[src/rtl/tc_period_meter.sv]
// Measures clk cycles between consecutive rising edges of the counter chain's
// terminal-count line and flags each period against EXPECT +/- TOL.
module tc_period_meter #(
  parameter int          CNT_W  = 32,
  parameter int unsigned EXPECT = 1000,
  parameter int unsigned TOL    = 0
) (
  input  logic             clk,
  input  logic             reset_n,
  input  logic             enable,
  input  logic             tc_in,
  output logic [CNT_W-1:0] period,
  output logic             period_valid,
  output logic             in_range,
  output logic [15:0]      pulse_count,
  output logic             overflow,
  output logic             busy
);

  typedef enum logic [1:0] {
    IDLE    = 2'd0,
    ARMED   = 2'd1,
    MEASURE = 2'd2
  } state_t;

  localparam logic [CNT_W-1:0] CNT_MAX = '1;
  localparam logic [CNT_W:0]   EXP_V   = (CNT_W+1)'(EXPECT);
  localparam logic [CNT_W:0]   TOL_V   = (CNT_W+1)'(TOL);

  state_t           state;
  logic [CNT_W-1:0] cnt;
  logic             tc_q;
  logic             rise;

  logic signed [CNT_W:0] diff;
  logic        [CNT_W:0] mag;
  logic                  cnt_in_range;

  assign rise = tc_in & ~tc_q;
  assign busy = (state == MEASURE);

  // One extra bit keeps period-EXPECT exact for every cnt/EXPECT pair, so the
  // magnitude never wraps before it is compared with TOL.
  always_comb begin
    diff         = $signed({1'b0, cnt}) - $signed(EXP_V);
    mag          = diff[CNT_W] ? $unsigned(-diff) : $unsigned(diff);
    cnt_in_range = (mag <= TOL_V);
  end

  // NOTE: every state register uses <= so all of them update from the same
  // pre-edge values; blocking assignments here would create ordering races.
  always_ff @(posedge clk or negedge reset_n) begin
    if (!reset_n) begin
      state        <= IDLE;
      cnt          <= '0;
      tc_q         <= 1'b0;
      period       <= '0;
      period_valid <= 1'b0;
      in_range     <= 1'b0;
      pulse_count  <= '0;
      overflow     <= 1'b0;
    end else begin
      tc_q         <= tc_in;
      period_valid <= 1'b0;
      if (!enable) begin
        state <= IDLE;
        cnt   <= '0;
      end else begin
        unique case (state)
          IDLE: state <= ARMED;
          ARMED: begin
            if (rise) begin
              cnt         <= CNT_W'(1);
              pulse_count <= pulse_count + 16'd1;
              state       <= MEASURE;
            end
          end
          MEASURE: begin
            if (rise) begin
              period       <= cnt;
              in_range     <= cnt_in_range;
              period_valid <= 1'b1;
              cnt          <= CNT_W'(1);
              pulse_count  <= pulse_count + 16'd1;
            end else if (cnt == CNT_MAX) begin
              // Gap too long to represent: drop it and wait for a fresh start edge.
              overflow <= 1'b1;
              cnt      <= '0;
              state    <= ARMED;
            end else begin
              cnt <= cnt + 1'b1;
            end
          end
          default: state <= IDLE;
        endcase
      end
    end
  end

endmodule

[config.mk]
export PLATFORM = sky130hd
export DESIGN_NAME = tc_period_meter
export DESIGN_NICKNAME = d
export VERILOG_FILES = /design/src/rtl/tc_period_meter.sv
export SDC_FILE = /design/constraint.sdc
export NUM_CORES = 1
export LEC_CHECK = 0
export CAP_MARGIN = 10
export CORE_MARGIN = 2
export CORE_UTILIZATION = 30
export CTS_BUF_LIST = sky130_fd_sc_hd__clkbuf_8
export DETAILED_ROUTE_END_ITERATION = 6
export SYNTH_ARGS = -nofsm -noshare
export SYNTH_HDL_FRONTEND = slang
export SYNTH_SLANG_ARGS = --single-unit
export TNS_END_PERCENT = 1
[constraint.sdc]
create_clock -name clk -period 3 [get_ports clk]
set_clock_uncertainty 0.1 [all_clocks]
set_input_delay 0.45 -clock clk [delete_from_list [all_inputs] [get_ports clk]]
set_output_delay 0.45 -clock clk [all_outputs]
set_load 0.02 [all_outputs]
* Word-level counts from Yosys, hierarchy flattened
Cells that the tools add are included.
W data, S select, Z words.
** Cells by class
- $add $sub $neg :: 4
- $mul :: 0
- Div/mod/pow operators :: 0
- Magnitude comparators :: 1
- Equal/unequal tests :: 7
- Shifts and indexed selects :: 0
- Mux-type cells :: 14
- Bitwise operators :: 3
- Reduce and logical (&&, ||, !) cells :: 7
** Operators by type and width (count)
- $mux W32 :: 4
- $pmux W32 S2 :: 1
- $le A33 B1 Y1 const B :: 1
- $mux W33 :: 1
- $neg A33 Y33 :: 1
- $sub A32 B10 Y33 const B :: 1
- $add A32 B1 Y32 const B :: 1
- $eq A32 B32 Y1 const B :: 1
- $add A16 B1 Y16 const B :: 1
- $reduce_and A3 Y1 :: 3
- $mux W2 :: 4
- $ne A3 B3 Y1 const B :: 2
- $pmux W2 S3 :: 1
- $reduce_and A4 Y1 :: 1
- $mux W1 :: 3
- $ne A3 B1 Y1 const B :: 1
- $ne A3 B2 Y1 const B :: 1
- $eq A2 B1 Y1 const B :: 1
- $eq A2 B2 Y1 const B :: 1
- $logic_not A2 Y1 :: 1
- $not A1 Y1 :: 2
- $reduce_and A2 Y1 :: 1
- $reduce_or A2 Y1 :: 1
- $and A1 B1 Y1 :: 1
** Word-level totals
- Register bits :: 86
- Latch bits :: 0
- Memory bits (writable) :: 0
- Memory bits (read-only) :: 0
- Input port bits :: 4
- Output and inout bits :: 52
- Logic and storage cells :: 44
- Memories kept :: 0

* Logic depth before layout (Yosys ltp)
- Depth after elaboration :: 5
- Gate-level depth with buffers :: 11

* Worst setup path after synthesis
No wires, ideal clock.
- Path kind :: register to register
- Start point :: register cnt[3]
- End point :: register in_range
- Library setup time :: 0.092 ns
- Arrival time :: 2.352 ns
- Data required time :: 2.808 ns
- Setup slack :: 0.456 ns
- Cell stages (with the launch flop) :: 11
- Cells stage by stage :: dfrtp_1 > buf_6 > inv_1 > ha_1 > nand3b_2 > xor2_2 > nand4_1 > a211o_1 > a2111oi_1 > nand4_1 > o31ai_2
** Between the ends
- Cells in the longest elaborated chain, start to end :: 4
** RTL lines
- start: declaration :: RTL line 31 : logic [CNT_W-1:0] cnt;
- start signal: assignment :: RTL line 91 : cnt <= cnt + 1'b1;
- $sub A32 B10 Y33 (*) :: RTL line 45 : diff = $signed({1'b0, cnt}) - $signed(EXP_V);
- $neg A33 Y33 :: RTL line 46 : mag = diff[CNT_W] ? $unsigned(-diff) : $unsigned(diff);
- $mux W33 (*) :: RTL line 46
- $le A33 B1 Y1 (*) :: RTL line 47 : cnt_in_range = (mag <= TOL_V);
- end signal: assignment :: RTL line 81 : in_range <= cnt_in_range;
- end: declaration :: RTL line 14 : output logic in_range,
Mark *: on every way between the ends. The rest lies on a longest branch, timed or not.
A chain may end at the register's enable or synchronous reset.

* Final worst setup path
- Start point :: register cnt[4]
- End point :: register in_range
The elaborated chain is that of the path after synthesis.

==> impl_metrics.yaml <==
route:
  routed_wl_um: 13000
  viasPerCell: 5.084
  first_pass_iters: 5
  drc: 0
  wl_per_cell_um: 15.30
  vias: 4321
  drtIter0Drc: 263
  ant_nets: 0
setup_path:
  required_ns: 3.20
  cp_cell_sequence: "inv_1, ha_1, nand3b_2, xor2_2, nand4_1, a211o_1, a2111oi_1, nand4_1, o31ai_2"
  cp-end-kind: "flip-flop"
  max_stage_delay_ns: 0.54
  cp_common_cell: "nand4_1"
  worstPathArrival_ns: 2.99
  ff2ff_path_depth: 9
  critPathMaxFanout: 10
  reg2reg_slack_ns: 0.20
  crit_path_top_delay_cell: "dfrtp_1"
  crit_end: "in_range"
  rr_startpoint: "cnt[4]"
  start_kind: "flip-flop"
  setup.worst_path.class: "flip-flop to flip-flop"
  crit_start: "cnt[4]"
  r2r-end: "in_range"
floorplanning:
  core_mm2: 0.01641
  die_area_mm2: 0.01770
  die_w_um: 133.1
  io_pins: 56
  rows: 47
  die_height_um: 133.1
  start_util_pct: 30.45
pwr:
  power.density_mw_per_mm2: 453.2
  peakVddDrop_mv: 0.3994
  leakagePower_nw: 2.566
  power_mw: 2.733
synth:
  yosys_register_bits: 86
  syn-cell-area_mm2: 0.004996
  synth_edf_count: 0
  synth_top_flop_cell: "dfrtp_1"
  ys_warn_count: 0
  synth_area_per_cell_um2: 8.719
  synthArstFlopShare_pct: 100.0
  yosysUniqueCellTypes: 73
  synth_nets: 586
  seq_area_frac_synth_pct: 43.08
  syn_inst: 573
clock_tree:
  cts_setup_buffers: 0
  cts_tree: "yes"
  clock_path_buffers: 2
  cts_buffers: 9
  cts_root_buf: "clkbuf_8"
  clock-sinks: 86
  path_clk_slew_ns: 0.09
  clk_latency_ns: 0.38
  cts.htree.levels: 3
sta:
  tightest_slew_ns: 0.6290
  post-route-min-period_ns: 2.799
  hold_violations: 0
  setup-tns-final_ns: 0
  setup_viol: 0
  relSlewSlack_pct: 58.06
  rsz0062_at_grt: "false"
  fmax_mhz: 357.3
  drv_slew: 0
  whs_ns: 0.3775
  period_share_pct: 93.30
  setup_slack_ns: 0.2009
layout:
  final_net_count: 638
  multi_input_area_mm2: 0.002579
  syn2layout_area_growth_pct: 20.74
  seq_area_mm2: 0.002152
  final_cell_mix: "nand2_1 (122), dfrtp_1 (86), clkdlybuf4s50_1 (54)"
  final_layout_size_suffix_gt1_share_pct: 10.32
  antenna_cells: 0
  fill_cells: 1681
  layout_commonest_cell: "nand2_1"
worst_hold_path:
  min-delay-start: "period[15]"
  hp-class: "flip-flop to flip-flop"
place:
  dp_slack_ns: 0.2278
  hpwl_um: 9431
  port_buffers: 55
  gp_congestion: 0.8846
global_route:
  grt_pass1_wl_um: 22250
  grt_max_degree: 47
  grt_usage_pct: 15.66
  grt_pass1_vias: 4366
  overflow: 0
  antenna_found_initial: 0
job:
  cap_violations: 0
outcome:
  status: "complete, no violations"
-- sequential cells by signal, indices dropped and copies added, names as in the netlist --
register	count
in_range	1
overflow	1
pulse_count	16
cnt	32
state	2
period_valid	1
period	32
tc_q	1
-- area by class of cell --
class | instances | share of cell area [%]
Clock buffer | 9 | 2.054
Sequential cell | 86 | 35.68
Multi-Input combinational cell | 435 | 42.75
Tap cell | 220 | 4.563
Inverter | 18 | 1.120
Clock inverter | 7 | 2.012
Timing Repair Buffer | 75 | 11.82
-- worst min path at each step --
stage                     depth (start not counted)  slack, ns         end
after floorplan                                   0       0.05      cnt[0]
after global placement                            2       0.36   period[2]
after detailed placement                          1       0.36    overflow
after CTS                                         2       0.39  period[15]
after global routing                              2       0.41  period[15]
final                                             2       0.38  period[15]
-- synth_stat cells (5+ instances only) --
master,instances,area (µm²)
nor4_1,8,50.05
inv_1,15,56.30
nand2_1,122,457.9
nand2b_1,6,37.54
o21ai_0,26,130.1
or3_1,5,31.28
nor3_1,15,75.07
o31ai_1,16,120.1
nor2b_1,6,37.54
buf_6,6,67.56
nand3_1,27,135.1
dfrtp_1,86,2152
clkbuf_1,8,30.03
a21oi_1,14,70.07
nand4_1,9,56.30
xnor2_1,19,166.4
o21ai_1,15,75.07
nor2_1,46,172.7
buf_2,14,70.07
xor2_1,13,113.9
ha_1,9,112.6
-- metrics by stage --
stage / instances / util (%) / area [µm²]
5_1_grt: 850 / 36.77 / 6032
3_3_place_gp: 833 / 35.16 / 5769
3_5_place_dp: 833 / 35.16 / 5769
2_1_floorplan: 573 / - / 4996
6_report: 850 / 36.77 / 6032
4_1_cts: 850 / 36.72 / 6025
-- cells by family (layout without fill, tap and decap cells) --
| family | count (synthesis) | count (layout) | share of synthesized area (%) |
|---|---|---|---|
| AND/OR/NAND/NOR | 284 | 284 | 28.75 |
| buffers and inverters | 52 | 109 | 5.460 |
| AO/OA/AOI/OAI | 105 | 105 | 13.67 |
| adder cells (fa/ha/maj) | 9 | 9 | 2.254 |
| multiplexers | 4 | 4 | 0.8515 |
| XOR/XNOR | 33 | 33 | 5.935 |
| flip-flops | 86 | 86 | 43.08 |
-- where the power goes --
part	internal (mW)	total (mW)	leakage, nW	switching [mW]
clock	0.559	1.02	0.123	0.462
combinational	0.181	0.460	1.25	0.278
sequential	1.21	1.25	1.19	0.0473
total	1.95	2.73	2.57	0.788
-- timing repair --
action,CTS,global route
hold buffers,1,0
gates resized for setup,0,1
endpoints found under the setup margin,0,1
hold endpoints to repair,17,0
-- layer usage --
| metal | up-vias | global-route usage [%] | wire [µm] |
|---|---|---|---|
| li1 | 2089 | - | - |
| met1 | 2073 | 20.29 | 5856 |
| met2 | 137 | 24.76 | 6091 |
| met3 | 22 | 4.253 | 764 |
| met4 | 0 | 6.452 | 289 |
| met5 | - | 0 | 0 |
-- worst max-delay path: cells and delay by family, from the launching register on --
kind,cells,cell delay (ns)
AO/OA/AOI/OAI,3,0.86
AND/OR/NAND/NOR,3,0.56
flip-flops,1,0.54
adder cells (fa/ha/maj),1,0.26
XOR/XNOR,1,0.26
buffers and inverters,1,0.13
Power figures use the tool's default switching activity.
